<file path="src/rtl/ssi_pkg.sv">
// SSI slave shared definitions: one-hot FSM state encoding and the
// default position-word width and monoflop timeout.
package ssi_pkg;

    typedef enum logic [2:0] {
        IDLE  = 3'b001,
        SHIFT = 3'b010,
        WAIT  = 3'b100
    } state_t;

    localparam int DEF_DATA_W   = 23;
    localparam int DEF_MONO_CNT = 4000;

endpackage

</file>
<file path="src/rtl/ssi_edge_sync.sv">
// Two-flop synchronizer for the SSI master clock plus rise/fall detector.
// Ports: clk, rst_n, clk_in (async) -> level, rise, fall (clk domain).
module ssi_edge_sync (
    input  logic clk,
    input  logic rst_n,
    input  logic clk_in,
    output logic level,
    output logic rise,
    output logic fall
);

    logic sync1;
    logic sync2;
    logic prev;

    // The line idles high, so all flops reset to 1 to avoid a false edge.
    always_ff @(posedge clk or negedge rst_n) begin
        if (!rst_n) begin
            sync1 <= 1'b1;
            sync2 <= 1'b1;
            prev  <= 1'b1;
        end else begin
            sync1 <= clk_in;
            sync2 <= sync1;
            prev  <= sync2;
        end
    end

    assign level = sync2;
    assign rise  = sync2 & ~prev;
    assign fall  = ~sync2 & prev;

endmodule

</file>
<file path="src/rtl/ssi_slave.sv">
// SSI slave: shifts a latched position word out MSB first on master clocks.
// Ports: clk, rst_n, clk_in, position -> data_out, busy, frame_done.
// Optional even-parity bit after the word: define SSI_SLAVE_PARITY_EN.
module ssi_slave
    import ssi_pkg::*;
#(
    parameter int DATA_W   = DEF_DATA_W,
    parameter int MONO_CNT = DEF_MONO_CNT
) (
    input  logic              clk,
    input  logic              rst_n,
    input  logic              clk_in,
    input  logic [DATA_W-1:0] position,
    output logic              data_out,
    output logic              busy,
    output logic              frame_done
);

`ifdef SSI_SLAVE_PARITY_EN
    localparam int PAR_BITS = 1;
`else
    localparam int PAR_BITS = 0;
`endif

    localparam int CW = $clog2(DATA_W + 2);
    localparam int MW = $clog2(MONO_CNT + 1);
    localparam logic [CW-1:0] NBITS    = CW'(DATA_W);
    localparam logic [CW-1:0] LAST     = CW'(DATA_W + PAR_BITS);
    localparam logic [MW-1:0] MONO_MAX = MW'(MONO_CNT);

    state_t            state;
    state_t            state_nxt;
    logic [DATA_W-1:0] sreg;
    logic [CW-1:0]     cnt;
    logic [CW-1:0]     cnt_nxt;
    logic [MW-1:0]     mono;
    logic              timeout;
    logic              dout_nxt;
    logic              done_nxt;
    logic              load;
    logic              shift;
    logic              par_bit;
    logic              level;
    logic              rise;
    logic              fall;

    ssi_edge_sync u_sync (
        .clk    (clk),
        .rst_n  (rst_n),
        .clk_in (clk_in),
        .level  (level),
        .rise   (rise),
        .fall   (fall)
    );

    // Monoflop: time spent high since the last master edge.
    always_ff @(posedge clk or negedge rst_n) begin
        if (!rst_n) begin
            mono <= '0;
        end else if (rise | fall) begin
            mono <= '0;
        end else if (level && !timeout) begin
            mono <= mono + 1'b1;
        end
    end

    assign timeout = (mono == MONO_MAX);

    always_ff @(posedge clk or negedge rst_n) begin
        if (!rst_n) begin
            state <= IDLE;
        end else begin
            state <= state_nxt;
        end
    end

    always_comb begin
        state_nxt = state;
        cnt_nxt   = cnt;
        dout_nxt  = data_out;
        done_nxt  = 1'b0;
        load      = 1'b0;
        shift     = 1'b0;
        unique case (state)
            IDLE: begin
                if (fall) begin
                    load      = 1'b1;
                    dout_nxt  = 1'b0;
                    cnt_nxt   = '0;
                    state_nxt = SHIFT;
                end
            end
            SHIFT: begin
                if (timeout) begin
                    dout_nxt  = 1'b1;
                    state_nxt = IDLE;
                end else if (rise) begin
                    if (cnt == LAST) begin
                        dout_nxt  = 1'b0;
                        state_nxt = WAIT;
                    end else begin
                        cnt_nxt = cnt + 1'b1;
                        if (cnt < NBITS) begin
                            dout_nxt = sreg[DATA_W-1];
                            shift    = 1'b1;
                        end else begin
                            dout_nxt = par_bit;
                        end
                    end
                end
            end
            WAIT: begin
                if (timeout) begin
                    dout_nxt  = 1'b1;
                    done_nxt  = 1'b1;
                    state_nxt = IDLE;
                end
            end
            default: begin
                dout_nxt  = 1'b1;
                state_nxt = IDLE;
            end
        endcase
    end

    always_ff @(posedge clk or negedge rst_n) begin
        if (!rst_n) begin
            sreg       <= '0;
            cnt        <= '0;
            data_out   <= 1'b1;
            frame_done <= 1'b0;
        end else begin
            cnt        <= cnt_nxt;
            data_out   <= dout_nxt;
            frame_done <= done_nxt;
            if (load) begin
                sreg <= position;
            end else if (shift) begin
                sreg <= {sreg[DATA_W-2:0], 1'b0};
            end
        end
    end

`ifdef SSI_SLAVE_PARITY_EN
    // Parity taken from the word as latched, before any shifting.
    always_ff @(posedge clk or negedge rst_n) begin
        if (!rst_n) begin
            par_bit <= 1'b0;
        end else if (load) begin
            par_bit <= ^position;
        end
    end
`else
    assign par_bit = 1'b0;
`endif

    assign busy = (state != IDLE);

endmodule
</file>
<file path="config.mk">
export PLATFORM = sky130hd
export DESIGN_NAME = ssi_slave
export DESIGN_NICKNAME = d
export VERILOG_FILES = /design/src/rtl/ssi_pkg.sv /design/src/rtl/ssi_edge_sync.sv /design/src/rtl/ssi_slave.sv
export SDC_FILE = /design/constraint.sdc
export NUM_CORES = 1
export LEC_CHECK = 0
export BUFFER_PORTS_ARGS = -buffer_cell sky130_fd_sc_hd__buf_2
export CORE_ASPECT_RATIO = 1.1
export CORE_MARGIN = 5
export CORE_UTILIZATION = 58
export CTS_CLUSTER_SIZE = 14
export DETAILED_ROUTE_END_ITERATION = 16
export GPL_ROUTABILITY_DRIVEN = 0
export PLACE_DENSITY = 0.89
export SLEW_MARGIN = 20
export SYNTH_ARGS = -nofsm -noshare
export SYNTH_HDL_FRONTEND = slang
export SYNTH_SLANG_ARGS = --single-unit
</file>
<file path="constraint.sdc">
create_clock -name clk -period 1.9 [get_ports clk]
set_input_delay 0.19 -clock clk [delete_from_list [all_inputs] [get_ports clk]]
set_output_delay 0.19 -clock clk [all_outputs]
set_load 0.02 [all_outputs]
</file>
After elaboration in Yosys (flattened, before gate mapping)
Index checks and enable logic that the tools add are counted.

ROM bits: 0. Bits in writable memories: 0. Bits of input ports: 26. Latch bits: 0. Memories kept: 0. Output and inout bits: 3. Flip-flop bits (word level): 48.

Shifts and indexed selects: 0. $add $sub $neg: 2. Equality and inequality tests: 13. Order comparisons: 1. Multiplexer cells: 31. Multipliers: 0. Divide/modulo/power cells: 0. Reduce and logical (&&, ||, !) cells: 8. Bitwise logic cells: 5.

Operators with widths (count): 23-bit 2-to-1 mux (2); 12-bit 2-to-1 mux (2); 5-bit 2-to-1 mux (4); 1-bit 2-to-1 mux (15); 3-bit 2-to-1 mux (5); 12-bit by 1-bit adder with 12-bit output, second input constant (1); 12-bit == test, second input constant (1); 2-bit != test, second input constant (5); 5-bit one-hot mux with 2 select lines (1); 3-bit one-hot mux with 3 select lines (1); 3-bit != test, second input constant (2); 2-bit nonzero test (3); 5-bit by 1-bit adder with 5-bit output, second input constant (1); 5-bit == test, second input constant (1); 5-bit < comparator, second input constant (1); 5-bit AND reduction (1); 4-bit AND reduction (1); 3-bit by 1-bit == test with 1-bit output, second input constant (1); 3-bit by 2-bit == test with 1-bit output, second input constant (1); 3-bit == test, second input constant (1); 3-bit by 1-bit != test with 1-bit output, second input constant (1); 1-bit one-hot mux with 3 select lines (1); 3-bit AND reduction (1); 1-bit AND (2); 4 further kinds (5).

Logic depth before layout (Yosys ltp)
Gate-level depths: netlist of the first run.

Word-level depth: 8. Depth in mapped cells: 8. Gate-level depth less buffers: 6.

Cells and area by module
Synthesis of the first run repeated with hierarchy kept, for this count alone.

Cell total of the unflattened synthesis: 226. Area, all modules: 2417.3 um^2.

Modules (own cells, without submodules): ssi_slave (times used 1, cells an instance 221, area an instance 2323.5 um^2); ssi_edge_sync (times used 1, cells an instance 5, area an instance 93.8 um^2).

Worst setup path after synthesis of the first run
No wires, ideal clock.

Path kind: flip-flop to flip-flop. Start point: register u_sync.sync2, in the netlist u_sync.level. End point: register cnt[3]. Setup slack: 172 ps. Stages on the path, launching flop included: 7. Data arrival time: 1608 ps. Period minus slack after synthesis: 1728 ps. Data required time: 1780 ps. Path through: dfstp_2 > ha_1 > clkbuf_1 > nand2_1 > a311oi_1 > a211oi_1 > a31o_2.

Cells in the longest elaborated chain, start to end: 4. Elaborated cells on any way between the ends: 6.

Ends and longest elaborated chain: start, declared (RTL line ssi_edge_sync.sv:13) `logic sync2;`; start signal, assigned (RTL line ssi_edge_sync.sv:24) `sync2 <= sync1;`; 1-bit inverter (RTL line ssi_edge_sync.sv:31) `assign fall = ~sync2 & prev;`; 1-bit AND (RTL line ssi_edge_sync.sv:31); 2-bit != test (no line); 5-bit AND reduction (no line) (*); end signal, assigned (RTL line ssi_slave.sv:133) `cnt <= cnt_nxt;`; end, declared (RTL line ssi_slave.sv:34) `logic [CW-1:0] cnt;`.

Mark *: on every way between the ends. The rest lies on a longest branch, timed or not. A chain may end at the register's enable or synchronous reset.

Final worst setup path of the first run
Start point: register mono[0]. End point: register data_out.

Cells in the longest elaborated chain, start to end: 3. Elaborated cells on any way between the ends: 6.

Ends and longest elaborated chain: start, declared (RTL line ssi_slave.sv:36) `logic [MW-1:0] mono;`; start signal, assigned (RTL line ssi_slave.sv:63) `mono <= mono + 1'b1;`; 12-bit == test (*) (RTL line ssi_slave.sv:67) `assign timeout = (mono == MONO_MAX);`; 3-bit != test (no line) (tied with other cells); 3-bit AND reduction (no line) / 1-bit one-hot mux with 3 select lines (equally long branches); end signal, assigned (RTL line ssi_slave.sv:134) `data_out <= dout_nxt;`; end, declared (RTL line ssi_slave.sv:14) `output logic data_out,`.

Marked as above.

==> impl_metrics.tcl, run 1 <==
set metrics [dict create \
    fin_tns_setup_ns 0 \
    grt_first_pass_wirelength_um 10300 \
    cts_tree "done" \
    grt.overflow.total 0 \
    r2r_slack_ns 0.13 \
    yosysWarnings 0 \
    hp-start "position[20]" \
    firstDrtPassIters 4 \
    synth_flop_cell "dfrtp_1" \
    grt_pass1_vias 2307 \
    drc 0 \
    synth.top_cells.by_count "nand2_1 (54), dfrtp_1 (43), nand3_1 (32)" \
    synth.cell_area_um2 2780 \
    yosys-top-cells-area "dfrtp_1 (39%), o211ai_2 (8.5%), nand2_1 (7.3%), nand3_1 (5.8%), and3_1 (5.4%)" \
    regArea_um2 1210 \
    die_h_um 82.7 \
    setup_viol 0 \
    regToRegStartpoint "mono[0]" \
    holdCritPathClass "input pin to register" \
    die_w_um 76.1 \
    grt_max_degree 27 \
    vdd_drop_max_mv 0.668 \
    fin_crit_ns 1.77 \
    syn2layout_area_growth_pct 11.5 \
    dr.first_iter.drc_count 147 \
    worst_pin_slew_ns 0.537 \
    cts_setup_buffers 0 \
    ys_seq_area_frac 0.434 \
    antenna_found_initial 0 \
    cts_made_buffers 5 \
    final_antenna_net_count 0 \
    synth_top_area_frac 0.387 \
    critPathArrivalTime_ns 2.01 \
    setup.worst_path.class "register to register" \
    status "complete, no violations" \
    dp_hpwl_um 4130 \
    synth_area_leader_cell "dfrtp_1" \
    diodes 0 \
    grtUsageTotal 0.201 \
    slew_viol_final 0 \
    nNetsFinal 349 \
    start_util 0.598 \
    clock_sinks 48 \
    crit_fanout 9 \
    drive_above_1_share 0.266 \
    max_freq_mhz 564 \
    synth_fp_nets 320 \
    synth.distinct_cells 51 \
    rr_worst_depth 6 \
    fp-row-count 26 \
    wirelength_um 5950 \
    vias_per_cell 5.95 \
    hold_path_end "sreg[20]" \
    postSynth.asyncResetShare 1.00 \
    final.setup_skew_ns 0.00532 \
    powerDensity_nw_per_um2 996 \
    dieArea_um2 6290 \
    cp_data_required_time_ns 2.14 \
    r2r_end "data_out" \
    num_vias 2233 \
    cts-root-buf "clkbuf_8" \
    ys_ff_latch 48 \
    cts.htree.levels 2 \
    synth_cells 289 \
    drv_cap 0 \
    core_area_um2 4650 \
    holdWs_ns 0.0831 \
    synth_edf_count 0 \
    clk_pin_slew_ns 0.09 \
    start_kind "register" \
    synth_most_common_cell "nand2_1" \
    num-fill-cells 374 \
    cts_buffer_depth 2 \
    io_pins 29 \
    end_kind "register" \
    maxSlewHeadroom 0.642 \
    hold_path_depth 3 \
    multi_input_area_um2 1450 \
    p_leak_uw 0.00148 \
    clock_latency_ns 0.31 \
    io_buffers 28 \
    finalCritPeriodShare 0.933 \
    syn_avg_cell_area_um2 9.63 \
    routedWlPerCell_um 15.9 \
    rsz0062_at_grt "false" \
    hold_viol_final 0 \
]
-- per-layer routing --
layer / global-route usage / up-vias / share of wire
li1: - / 1083 / -
met2: 0.379 / 45 / 0.52
met3: 0.0304 / 11 / 0.036
met5: 0 / - / 0
met1: 0.228 / 1094 / 0.42
met4: 0.0874 / 0 / 0.018
-- stage by stage --
| step | worst slack [ns] | area (um2) | total power, uW | instances | utilization |
|---|---|---|---|---|---|
| 5_1_grt | 0.00834 | 3100 | 3300 | 375 | 0.667 |
| 3_5_place_dp | 0.0451 | 2990 | 2510 | 365 | 0.643 |
| 3_3_place_gp | 0.170 | 2990 | 2440 | 365 | 0.643 |
| 2_1_floorplan | 0.172 | 2780 | 2240 | 289 | - |
| 4_1_cts | 0.0463 | 3090 | 3100 | 375 | 0.665 |
| 6_report | 0.127 | 3100 | 3090 | 375 | 0.667 |
-- placed cells by master, fill, tap and decap left out, types with 4 or more instances in the layout --
cell type | Yosys | routed
clkbuf_8 | 0 | 5
buf_2 | 2 | 28
nor2_1 | 5 | 5
nand2_1 | 54 | 54
dfrtp_1 | 43 | 43
and3_1 | 24 | 23
o21ai_0 | 5 | 5
dfstp_2 | 5 | 5
o211ai_2 | 19 | 19
and2_1 | 13 | 13
nand3_1 | 32 | 32
inv_1 | 7 | 7
nand4_1 | 4 | 4
ha_1 | 5 | 4
buf_4 | 0 | 12
xnor2_1 | 7 | 7
-- power by group --
part	switching, uW	leakage, uW	internal, uW	total [uW]
Combinational	533	0.000824	454	988
Clock	335	0.0000422	259	594
Sequential	178	0.000611	1330	1510
-- cells by family after synthesis --
logic type               count (synthesis)  synth area share
AO/OA/AOI/OAI                           47             0.165
XOR/XNOR                                 9            0.0283
adder cells (fa/ha/maj)                  5            0.0225
buffers and inverters                   28            0.0494
flip-flops                              48             0.434
multiplexers                             1           0.00360
AND/OR/NAND/NOR                        151             0.297
-- registers in the layout (all words and copies together), names as in the netlist, 3 cells and up --
register,cells
sreg,23
mono,12
cnt,5
state,3
-- how the worst max path moves through the flow --
stage                             from        to  slack, ns  depth (start not counted)
after CTS                      mono[0]  data_out       0.05                          6
after detailed placement       mono[0]  data_out       0.05                          6
after floorplan           u_sync.level    cnt[3]       0.17                          6
after global placement         mono[0]  data_out       0.17                          6
after global routing            cnt[1]   sreg[3]      0.008                          5
final                          mono[0]  data_out       0.13                          6
-- repair_timing --
| item | CTS | global route |
|---|---|---|
| gates resized for setup | 0 | 3 |
| endpoints found under the hold margin | 22 | 0 |
| endpoints found under the setup margin | 0 | 5 |
| hold buffers | 2 | 0 |
-- area by class of cell --
cell class,instances,area share
Inverter,7,0.00846
Sequential cell,48,0.389
Clock inverter,1,0.00161
Multi-Input combinational cell,213,0.467
Tap cell,56,0.0226
Timing Repair Buffer,43,0.0871
Clock buffer,7,0.0246
-- critical path, stage by stage (launching register included) --
cell and delay (ns):
dfrtp_1 0.41, inv_1 0.10, ha_1 0.15, nor3b_4 0.32
and3_2 0.35, o22ai_1 0.13, a22o_1 0.25
Power figures use the tool's default switching activity.
==> run 2, diff against run 1 <==
- PLACE_DENSITY: 0.89 -> 0.9
==> impl_metrics.tcl, run 2 (synthesis gave the netlist of run 1 again) <==
set metrics [dict create \
    grt_max_degree 30 \
    stdcell_area_um2 3110 \
    cts-root-buf "clkbuf_8" \
    p_int_uw 2090 \
    status "complete, no violations" \
    drc 0 \
    setup.worst_path.class "register to register" \
    holdWs_ns 0.0845 \
    clock_latency_ns 0.31 \
    grt_first_pass_wirelength_um 10100 \
    setup_viol 0 \
    diodes 0 \
    wirelength_um 5860 \
    rsz0062_at_grt "false" \
    end_kind "register" \
    routedWlPerCell_um 15.7 \
    num-fill-cells 360 \
    sw_frac_of_total 0.338 \
    vias_per_cell 6.06 \
    vdd_drop_max_mv 0.686 \
    fin_crit_ns 1.78 \
    syn2layout_area_growth_pct 11.9 \
    critPathArrivalTime_ns 1.98 \
    final_antenna_net_count 0 \
    largest_register_ffs 23 \
    grtUsageTotal 0.199 \
    final_cells 374 \
    switching_power_uw 1070 \
    fin_tns_setup_ns 0 \
    cts.htree.levels 2 \
    dieArea_um2 6290 \
    dr.first_iter.drc_count 135 \
    mostFrequentLayoutCells "nand2_1 (54), dfrtp_1 (43), nand3_1 (32)" \
    die_w_um 76.1 \
    core_area_um2 4650 \
    grt_pass1_vias 2222 \
    hold_viol_final 0 \
    start_kind "register" \
    clk_pin_slew_ns 0.09 \
    cp_data_required_time_ns 2.10 \
    drv_cap 0 \
    holdCritPathClass "input pin to register" \
    cp_slowest_cell "or3b_1" \
    io_buffers 28 \
    cts_tree "done" \
    final_common_cell "nand2_1" \
    regMostFlops "sreg" \
    p_leak_uw 0.00149 \
    seq_power_share 0.480 \
    num_vias 2268 \
    finalCritPeriodShare 0.937 \
    dp_hpwl_um 4020 \
    firstDrtPassIters 5 \
    maxSlewHeadroom 0.680 \
    cts_buffer_depth 2 \
    antenna_found_initial 0 \
    placed_area_um2 3000 \
    crit_buf_inv 0 \
    reg.largest.list "sreg: 23 flops, mono: 12 flops, cnt: 5 flops" \
    crit_family "simple AND/OR/NAND/NOR gates" \
    max_stage_delay_ns 0.55 \
    io_pins 29 \
    start_util 0.598 \
    fp-row-count 26 \
    clock_sinks 48 \
    final.setup_skew_ns 0.00769 \
    slew_viol_final 0 \
    p_comb_frac 0.317 \
    die_h_um 82.7 \
    placed_cells 364 \
    cts_made_buffers 5 \
    grt.overflow.total 0 \
    powerDensity_nw_per_um2 1010 \
    drive_above_1_share 0.267 \
    crit_fanout 7 \
    crit_chain "or3b_1 > a31oi_4 > nor3b_1 > a221o_1" \
    p_clk_frac 0.203 \
    nNetsFinal 348 \
    fin_util 0.669 \
    worst_pin_slew_ns 0.480 \
    max_freq_mhz 562 \
]
-- run 2: power groups by stage --
stage	Combinational [uW]	Sequential, uW	Clock [uW]
2_1_floorplan	752	1480	0
3_3_place_gp	951	1510	0
3_5_place_dp	994	1530	0
4_1_cts	1000	1510	655
5_1_grt	1110	1550	693
6_report	1000	1510	641
-- run 2: final cells by class --
class	instances	area, um2	area share
repair buffers	42	275	0.0884
multi-input cells	213	1440	0.463
clock inverters	2	10.0	0.00321
inverters	7	26.3	0.00844
well taps	56	70.1	0.0225
clock buffers	6	82.6	0.0265
flip-flops and latches	48	1210	0.388
-- run 2: path summary, 6_finish.rpt --
kind / cells past startpoint / endpoint / slack [ns] / from
min reg2reg: 0 / u_sync.level / 0.38 / u_sync.sync1
max: 4 / cnt[1] / 0.12 / state[2]
max reg2reg: 4 / cnt[1] / 0.12 / state[2]
max in group asynchronous: 3 / state[0] / 0.91 / rst_n
min in group asynchronous: 2 / sreg[8] / 0.40 / rst_n
min: 3 / sreg[16] / 0.08 / position[16]
-- run 2: layer usage --
layer | vias up | global-route usage | routed length [um]
met5 | - | 0 | 0
met3 | 15 | 0.0358 | 254
li1 | 1080 | - | -
met2 | 71 | 0.358 | 2940
met4 | 0 | 0.0769 | 108
met1 | 1102 | 0.238 | 2550
-- run 2: repair_timing --
action | 4_1_cts | 5_1_grt
setup endpoints to repair | 0 | 5
endpoints found under the hold margin | 18 | 0
gates resized for setup | 0 | 2
setup buffers | 0 | 0
hold buffers | 2 | 0
-- run 2: per-stage QoR --
stage	setup slack, ns	total power, uW
CTS	0.0663	3160
global route	0.0494	3350
detailed placement	0.0857	2520
finish	0.121	3150
floorplan	0.172	2240
global placement	0.153	2460
-- run 2: worst register-to-register path, stage by stage, from the launching register on --
cell,delay (ns)
dfrtp_1,0.47
or3b_1,0.55
a31oi_4,0.31
nor3b_1,0.09
a221o_1,0.26
